[src/rtl/spi_pkg.sv]
// Shared definitions for the SPI peripheral: register map, receiver states
// and the address auto-increment rule.
package spi_pkg;

  localparam logic [7:0] ADDR_RESERVED = 8'd0;
  localparam logic [7:0] ADDR_MASK     = 8'd1;
  localparam logic [7:0] ADDR_INSTR    = 8'd2;
  localparam logic [7:0] ADDR_MODE     = 8'd3;
  localparam int         NUM_REGS      = 59;
  localparam int         WR_BIT        = 7;

  typedef enum logic [1:0] {
    IDLE,
    ADDR,
    DATA
  } rx_state_t;

  // Address 0 is reserved, so the wrap from the last register lands on 1.
  function automatic logic [7:0] next_addr(input logic [7:0] addr, input logic [7:0] last);
    return (addr == last) ? ADDR_MASK : addr + 8'd1;
  endfunction

endpackage

[src/rtl/s2p_register.sv]
// LSB-first serial-to-parallel shifter with a 3-bit bit counter. byte_valid is
// high during the edge that clocks in the eighth bit; byte_data is that byte.
module s2p_register (
  input  logic       sclk,
  input  logic       rst,
  input  logic       cs_n,
  input  logic       din,
  output logic [7:0] byte_data,
  output logic       byte_valid
);

  // Bit 0 of the shifter would only ever hold a bit already shifted past the
  // byte boundary, so just bits [7:1] are kept.
  logic [7:1] shift;
  logic [2:0] bit_cnt;

  always_ff @(posedge sclk or posedge rst) begin
    if (rst) begin
      shift   <= '0;
      bit_cnt <= '0;
    end else if (cs_n) begin
      shift   <= '0;
      bit_cnt <= '0;
    end else begin
      shift   <= {din, shift[7:2]};
      bit_cnt <= bit_cnt + 3'd1;
    end
  end

  assign byte_data  = {din, shift[7:1]};
  assign byte_valid = !cs_n && (bit_cnt == 3'd7);

endmodule

[src/rtl/pico_rx.sv]
// SPI inbound receiver: decodes the address/RW byte, owns the writable
// registers and drives the readout mux select and byte-boundary strobe.
module pico_rx
  import spi_pkg::*;
#(
  parameter logic [7:0] MASK_RST  = 8'h00,
  parameter logic [7:0] INSTR_RST = 8'h00,
  parameter logic [7:0] MODE_RST  = 8'h00,
  parameter int         NUM_REGS  = spi_pkg::NUM_REGS
) (
  input  logic       sclk,
  input  logic       rst,
  input  logic       cs_n,
  input  logic       pico,
  output logic [7:0] control_signal,
  output logic       msg_flag,
  output logic [7:0] trigger_channel_mask,
  output logic [7:0] instruction,
  output logic [7:0] mode,
  output logic       wr_strobe,
  output logic       addr_err
);

  localparam logic [7:0] LAST_ADDR = 8'(NUM_REGS);

  logic [7:0] byte_data;
  logic       byte_valid;
  rx_state_t  state;
  logic       wr_mode;

  s2p_register u_s2p (
    .sclk       (sclk),
    .rst        (rst),
    .cs_n       (cs_n),
    .din        (pico),
    .byte_data  (byte_data),
    .byte_valid (byte_valid)
  );

  always_ff @(posedge sclk or posedge rst) begin
    if (rst) begin
      state                <= IDLE;
      wr_mode              <= 1'b0;
      control_signal       <= ADDR_RESERVED;
      msg_flag             <= 1'b0;
      wr_strobe            <= 1'b0;
      addr_err             <= 1'b0;
      trigger_channel_mask <= MASK_RST;
      instruction          <= INSTR_RST;
      mode                 <= MODE_RST;
    end else begin
      msg_flag  <= 1'b0;
      wr_strobe <= 1'b0;
      if (cs_n) begin
        // Abort: registers, address and error flag are deliberately kept.
        state <= IDLE;
      end else begin
        case (state)
          IDLE: state <= ADDR;
          ADDR: begin
            if (byte_valid) begin
              control_signal <= {1'b0, byte_data[6:0]};
              wr_mode        <= byte_data[WR_BIT];
              msg_flag       <= 1'b1;
              state          <= DATA;
            end
          end
          DATA: begin
            if (byte_valid) begin
              if (wr_mode) begin
                case (control_signal)
                  ADDR_MASK: begin
                    trigger_channel_mask <= byte_data;
                    wr_strobe            <= 1'b1;
                  end
                  ADDR_INSTR: begin
                    instruction <= byte_data;
                    wr_strobe   <= 1'b1;
                  end
                  ADDR_MODE: begin
                    mode      <= byte_data;
                    wr_strobe <= 1'b1;
                  end
                  default: addr_err <= 1'b1;
                endcase
              end
              control_signal <= next_addr(control_signal, LAST_ADDR);
              msg_flag       <= 1'b1;
            end
          end
          default: state <= IDLE;
        endcase
      end
    end
  end

endmodule

[config.mk]
export PLATFORM = sky130hd
export DESIGN_NAME = pico_rx
export DESIGN_NICKNAME = d
export VERILOG_FILES = /design/src/rtl/spi_pkg.sv /design/src/rtl/s2p_register.sv /design/src/rtl/pico_rx.sv
export SDC_FILE = /design/constraint.sdc
export NUM_CORES = 1
export LEC_CHECK = 0
export CAP_MARGIN = 20
export CORE_MARGIN = 2
export CORE_UTILIZATION = 45
export CTS_CLUSTER_DIAMETER = 50
export CTS_CLUSTER_SIZE = 40
export DETAILED_ROUTE_END_ITERATION = 8
export PLACE_DENSITY = 0.81
export SKIP_LAST_GASP = 1
export SLEW_MARGIN = 40
export SYNTH_ARGS = -nofsm -noshare
export SYNTH_HDL_FRONTEND = slang
export SYNTH_SLANG_ARGS = --single-unit
[constraint.sdc]
create_clock -name sclk -period 5 [get_ports sclk]
set_input_delay 1 -clock sclk [delete_from_list [all_inputs] [get_ports sclk]]
set_output_delay 1 -clock sclk [all_outputs]
set_load 0.02 [all_outputs]
==> Word level (Yosys, flattened, before mapping) <==
Cells that the tools add are included.
{ "word_totals": {"ff_bits": 48, "output_inout_bits": 35, "in_bits": 4} }
{ "op_classes": {"reduce_logical": 13, "n_addsub": 2, "muxes": 17, "bitwise_logic": 2, "eq_ne": 11} }
{ "op_table": {"columns": ["op", "n"], "rows": [
  ["$mux W8", 3],
  ["$reduce_and A5 Y1", 4],
  ["$eq A8 B2 Y1 const B", 2],
  ["$pmux W8 S2", 1],
  ["$add A8 B1 Y8 const B", 1],
  ["$eq A8 B1 Y1 const B", 1],
  ["$eq A8 B6 Y1 const B", 1],
  ["$mux W1", 8],
  ["$mux W7", 1],
  ["$ne A2 B2 Y1 const B", 3],
  ["$pmux W2 S3", 1],
  ["$mux W2", 2],
  ["$reduce_and A4 Y1", 1],
  ["$add A3 B1 Y3 const B", 1],
  ["$eq A3 B3 Y1 const B", 1],
  ["$mux W3", 1],
  ["$ne A3 B3 Y1 const B", 1],
  ["$reduce_and A3 Y1", 1],
  ["$reduce_or A3 Y1", 1],
  ["$eq A2 B1 Y1 const B", 1],
  ["$eq A2 B2 Y1 const B", 1],
  ["$logic_not A2 Y1", 1],
  ["$not A1 Y1", 2],
  ["$reduce_and A2 Y1", 1],
  ["other kinds (4)", 4]
]} }

==> Longest topological paths before layout <==
{ "depth": {"word_depth": 7, "depth_mapped": 8, "mapped_depth_nobuf": 6} }

==> Cells and area by module <==
A second synthesis with hierarchy kept.
{ "unflattened": {"cells_unflattened": 166, "hier_area_um2": 2207.1} }
{ "modules_own_cells": {"columns": ["mod", "cells_each", "area_per_inst_um2", "seq_area_each_um2", "n_inst"], "rows": [
  ["pico_rx", 140, 1800.5, 950.9, 1],
  ["s2p_register", 26, 406.6, 250.2, 1]
]} }

==> Worst setup path after synthesis <==
OpenSTA, ideal clock, no wires.
{ "synth_path": {"path_type": "input to register", "from": "input cs_n", "to": "register mode[2]", "cell_stages": 4, "required_time_ns": 4.872, "path_buffers": 0, "arrival_time_ns": 1.979, "path_slack_ns": 2.894, "cell_sequence": "nand4b_1 > nor4_4 > nand2_2 > mux2_1"} }
{ "synth_between": {"elab_chain_len": 3, "word_cells_on_any_way": 4} }
{ "synth_rtl": {"columns": ["item", "line", "text"], "rows": [
  ["from (decl)", "pico_rx.sv:13", "input logic cs_n,"],
  ["$logic_not A1 Y1", "s2p_register.sv:31", "assign byte_valid = !cs_n && (bit_cnt == 3'd7);"],
  ["$logic_and A1 B1 Y1", "s2p_register.sv:31", null],
  ["$reduce_and A5 Y1 (no line) (*)", null, null],
  ["to (signal assigned)", "pico_rx.sv:81", "mode <= byte_data;"],
  ["to (decl)", "pico_rx.sv:19", "output logic [7:0] mode,"]
]} }
Every way passes the cells marked *; elsewhere a longest branch is shown, timed or not.
A chain may end at the register's enable or synchronous reset.

==> Final worst setup path <==
Same ends and word-level chain as after synthesis.

==> tab_implementation.tex <==
\begin{tabular}{lr}
\hline
Metric & Value \\
\hline
\multicolumn{2}{l}{\textbf{Global routing}} \\
\quad Initial antenna violation count & 0 \\
\quad Overall track demand over capacity in global routing & between 10\% and 20\% \\
\quad Wire length of the first global-routing pass & 7050 um \\
\quad Largest net degree at the start of global routing & 49 \\
\quad Remaining global-route overflow & 0 \\
\quad Via count of the first global-routing pass & 1438 \\
\multicolumn{2}{l}{\textbf{Logic synthesis}} \\
\quad Synthesized-area fraction occupied by and/or/nand/nor cells & 13.3\% \\
\quad Total of warnings raised by yosys & 0 \\
\quad Multiplexer share of the synthesized area & roughly 15\% \\
\quad Mapped Nets & around 180 \\
\quad Largest family of logic cells by synthesized area & multiplexers \\
\quad Flip-flop and latch count after synthesis & between 40 and 50 \\
\quad Mapped cell area & 0.00212 mm\^{}2 \\
\quad Complex-gate fraction of the synthesized area & about 7.3\% \\
\quad Adder-cell area share of the yosys netlist & 5.31\% \\
\quad Async set or reset register ratio after synthesis & 100\% \\
\quad Yosys cell types & 38 \\
\quad XOR/XNOR share of the synthesized area & 0.413\% \\
\quad Cells after Synth & approximately 170 \\
\quad Sequential-to-total area share from yosys stat & a little under three fifths \\
\quad Post-synth EDFFs & 0 \\
\quad Synthesized area divided by synthesized cell count & around 13 um\^{}2 \\
\quad Leading register cell type out of synthesis & dfrtp\_1 \\
\multicolumn{2}{l}{\textbf{Setup path}} \\
\quad Type of origin of the critical path & input port \\
\quad Data required time of the critical path & 5190 ps \\
\quad Biggest fanout along the worst timing path & 16 \\
\quad Arrival time reported for the critical path endpoint & 2930 ps \\
\quad Worst setup path class & input port to register \\
\quad Type of destination of the critical path & register \\
\multicolumn{2}{l}{\textbf{Clocking}} \\
\quad Post-CTS sizing & 0 \\
\quad Hold buffers post-CTS & 0 \\
\quad Clock Latency Late Sink & $\sim$300 ps \\
\quad Level count of the clock H-tree & 2 \\
\quad TritonCTS clock tree & built \\
\quad Number of sinks on the clock net & 48 \\
\quad Buffer cell driving the clock tree root & clkbuf\_8 \\
\quad Buffer depth of the longest clock path & 2 \\
\quad CTS buffer count & 5 \\
\quad Clock transition at the register clock pins on the worst setup and hold paths after CTS & 90 ps \\
\quad Setup repair bufs after CTS & 0 \\
\multicolumn{2}{l}{\textbf{Routing}} \\
\quad Total wire length after detailed routing & 4010 um \\
\quad Length of the first detailed-routing pass in iterations & 4 \\
\quad Via-to-Cell Ratio & 5.43 \\
\quad Final antenna-violating net count & 0 \\
\quad Number of remaining DRC errors & 0 \\
\quad Mean routed wirelength per cell & 15.2 um \\
\quad Number of design-rule violations left by the first detailed-router iteration & 99 \\
\quad Vias after detailed routing & 1428 \\
\multicolumn{2}{l}{\textbf{Placed design}} \\
\quad Count of buffers from port buffering & 38 \\
\quad Final RePlAce weighted congestion & between 0.8 and 0.9 \\
\quad Number of placed instances, taps included & between 200 and 300 \\
\quad Worst slack, placed & approximately 2000 ps \\
\quad Post-detailed-placement half-perimeter wirelength & 2810 um \\
\quad DP Area & about 0.0026 mm\^{}2 \\
\multicolumn{2}{l}{\textbf{Die}} \\
\quad Starting Density & 47.7\% \\
\quad Overall die width & 72.6 um \\
\quad Site Rows & 24 \\
\quad Die ar. & 0.00528 mm\^{}2 \\
\quad Core box area & $\sim$0.0044 mm\^{}2 \\
\quad Ports placed on the boundary & 39 \\
\quad Height of the die & 72.6 um \\
\multicolumn{2}{l}{\textbf{STA}} \\
\quad Slew at the pin closest to its max-slew limit & 709 ps \\
\quad Unrepaired setup endpoints after global routing & false \\
\quad Final setup margin & 2260 ps \\
\quad Final worst hold slack & between 400 and 500 ps \\
\quad Post-route setup TNS & 0 ps \\
\quad Post-route minimum period & 2740 ps \\
\quad Largest clock skew in the final design & 5.69 ps \\
\quad Number of slew-limit violations in the final report & 0 \\
\quad Part of the cycle the worst path needs & 54.8\% \\
\quad Max-Slew Margin vs Limit & 52.3\% \\
\quad Final setup vio count & 0 \\
\quad Fmax & 0.365 GHz \\
\quad Endpoints failing hold & 0 \\
\multicolumn{2}{l}{\textbf{Hold path}} \\
\quad Hold WC Path Type & register to register \\
\multicolumn{2}{l}{\textbf{Final layout}} \\
\quad Multi-input combinational cell area & 873 um\^{}2 \\
\quad Count of antenna diodes in the layout & 0 \\
\quad Proportion of layout cells with a drive suffix above 1 & 19.9\% \\
\quad Fin util & 60.1\% \\
\quad Filler cells & 373 \\
\quad Number of nets in the layout & about 220 \\
\quad Leading cell type in the layout, fill and taps excluded & dfrtp\_1 \\
\quad Footprint of the flip-flops and latches & $\sim$0.0012 mm\^{}2 \\
\quad Area grow syn2layout & 26.0\% \\
\quad Total non-filler cell area in the finished layout & 0.00267 mm\^{}2 \\
\quad Most used cells in the layout excluding fill and tap cells & dfrtp\_1 (48), clkdlybuf4s50\_1 (38), mux2\_2 (25) \\
\quad Final non-filler cell total & 263 \\
\multicolumn{2}{l}{\textbf{Power}} \\
\quad Power per Cell Area & 369 mW/mm\^{}2 \\
\quad Total power draw & 0.986 mW \\
\quad Worst IR Drop VDD & 0.223 mV \\
\quad LEAKAGE & 1.23 nW \\
\multicolumn{2}{l}{\textbf{Run status}} \\
\quad Result of the run & completed \\
\multicolumn{2}{l}{\textbf{Job}} \\
\quad Number of max-cap violations & 0 \\
\hline
\end{tabular}
metal layers:
| layer | routed length, um | GRT usage [%] | part of all wire, % | vias up |
|---|---|---|---|---|
| met1 | 1830 | 24.0 | 46 | 705 |
| met2 | 1890 | 26.2 | 47 | 42 |
| li1 | - | - | - | 677 |
| met3 | 244 | 5.66 | 6.1 | 4 |
| met5 | 0 | 0 | 0 | - |
| met4 | 43 | 4.94 | 1.1 | 0 |
final timing paths:
path,start,end,slack (ps),depth (start not counted)
max in group asynchronous,rst,control_signal[6]$_DFFE_PP0P_,3490,2
min in group asynchronous,rst,trigger_channel_mask[1]$_DFFE_PP0P_,1110,2
max,cs_n,mode[2]$_DFFE_PP0P_,2260,5
min reg2reg,u_s2p.bit_cnt[0]$_DFF_PP0_,u_s2p.bit_cnt[0]$_DFF_PP0_,430,1
min,u_s2p.bit_cnt[0]$_DFF_PP0_,u_s2p.bit_cnt[0]$_DFF_PP0_,430,1
max reg2reg,state[0]$_DFFE_PP0P_,mode[2]$_DFFE_PP0P_,2900,6
registers in the layout, indices dropped and copies added (netlist names):
name / cells
control_signal: 8
instruction: 8
mode: 8
trigger_channel_mask: 8
u_s2p.shift: 7
u_s2p.bit_cnt: 3
state: 2
addr_err: 1
msg_flag: 1
wr_mode: 1
wr_strobe: 1
report_power, final:
part / internal [mW] / switching (mW)
clock network: 0.148 / 0.131
logic: 0.111 / 0.133
registers: 0.417 / 0.0463
cells by family after synthesis:
| logic type | count (synthesis) |
|---|---|
| AO/OA/AOI/OAI | 23 |
| XOR/XNOR | 1 |
| buffers and inverters | 13 |
| flip-flops | 48 |
| adder cells (fa/ha/maj) | 9 |
| multiplexers | 28 |
| AND/OR/NAND/NOR | 46 |
layout make-up:
class | instances | area share (%)
clock inverters | 3 | 1.59
inverters | 10 | 1.50
flip-flops and latches | 48 | 45.0
clock buffers | 5 | 2.58
multi-input cells | 107 | 32.7
repair buffers | 38 | 14.2
well taps | 52 | 2.44
synth_stat cells, types with 2 or more instances:
cell type / n / share of area, %
or2_2: 2 / 0.59
nand2_1: 5 / 0.89
a21oi_1: 4 / 0.94
o21bai_1: 3 / 1.1
nor2_1: 7 / 1.2
inv_1: 10 / 1.8
nor2b_1: 12 / 3.5
nor3_1: 2 / 0.47
nor4_1: 2 / 0.59
o31a_1: 2 / 0.83
dfrtp_1: 48 / 57
ha_1: 9 / 5.3
clkbuf_1: 3 / 0.53
o21ai_0: 6 / 1.4
mux2i_1: 2 / 0.94
mux2_2: 25 / 13
nand2_2: 3 / 0.89
nand3_1: 3 / 0.71
worst max-delay path: stages:
cell and delay [ps]:
clkdlybuf4s50_1 660, nand4b_1 390, nor4_4 310, nand2_2 220
mux2_1 350
No activity file was read; power rests on OpenSTA's default activity.
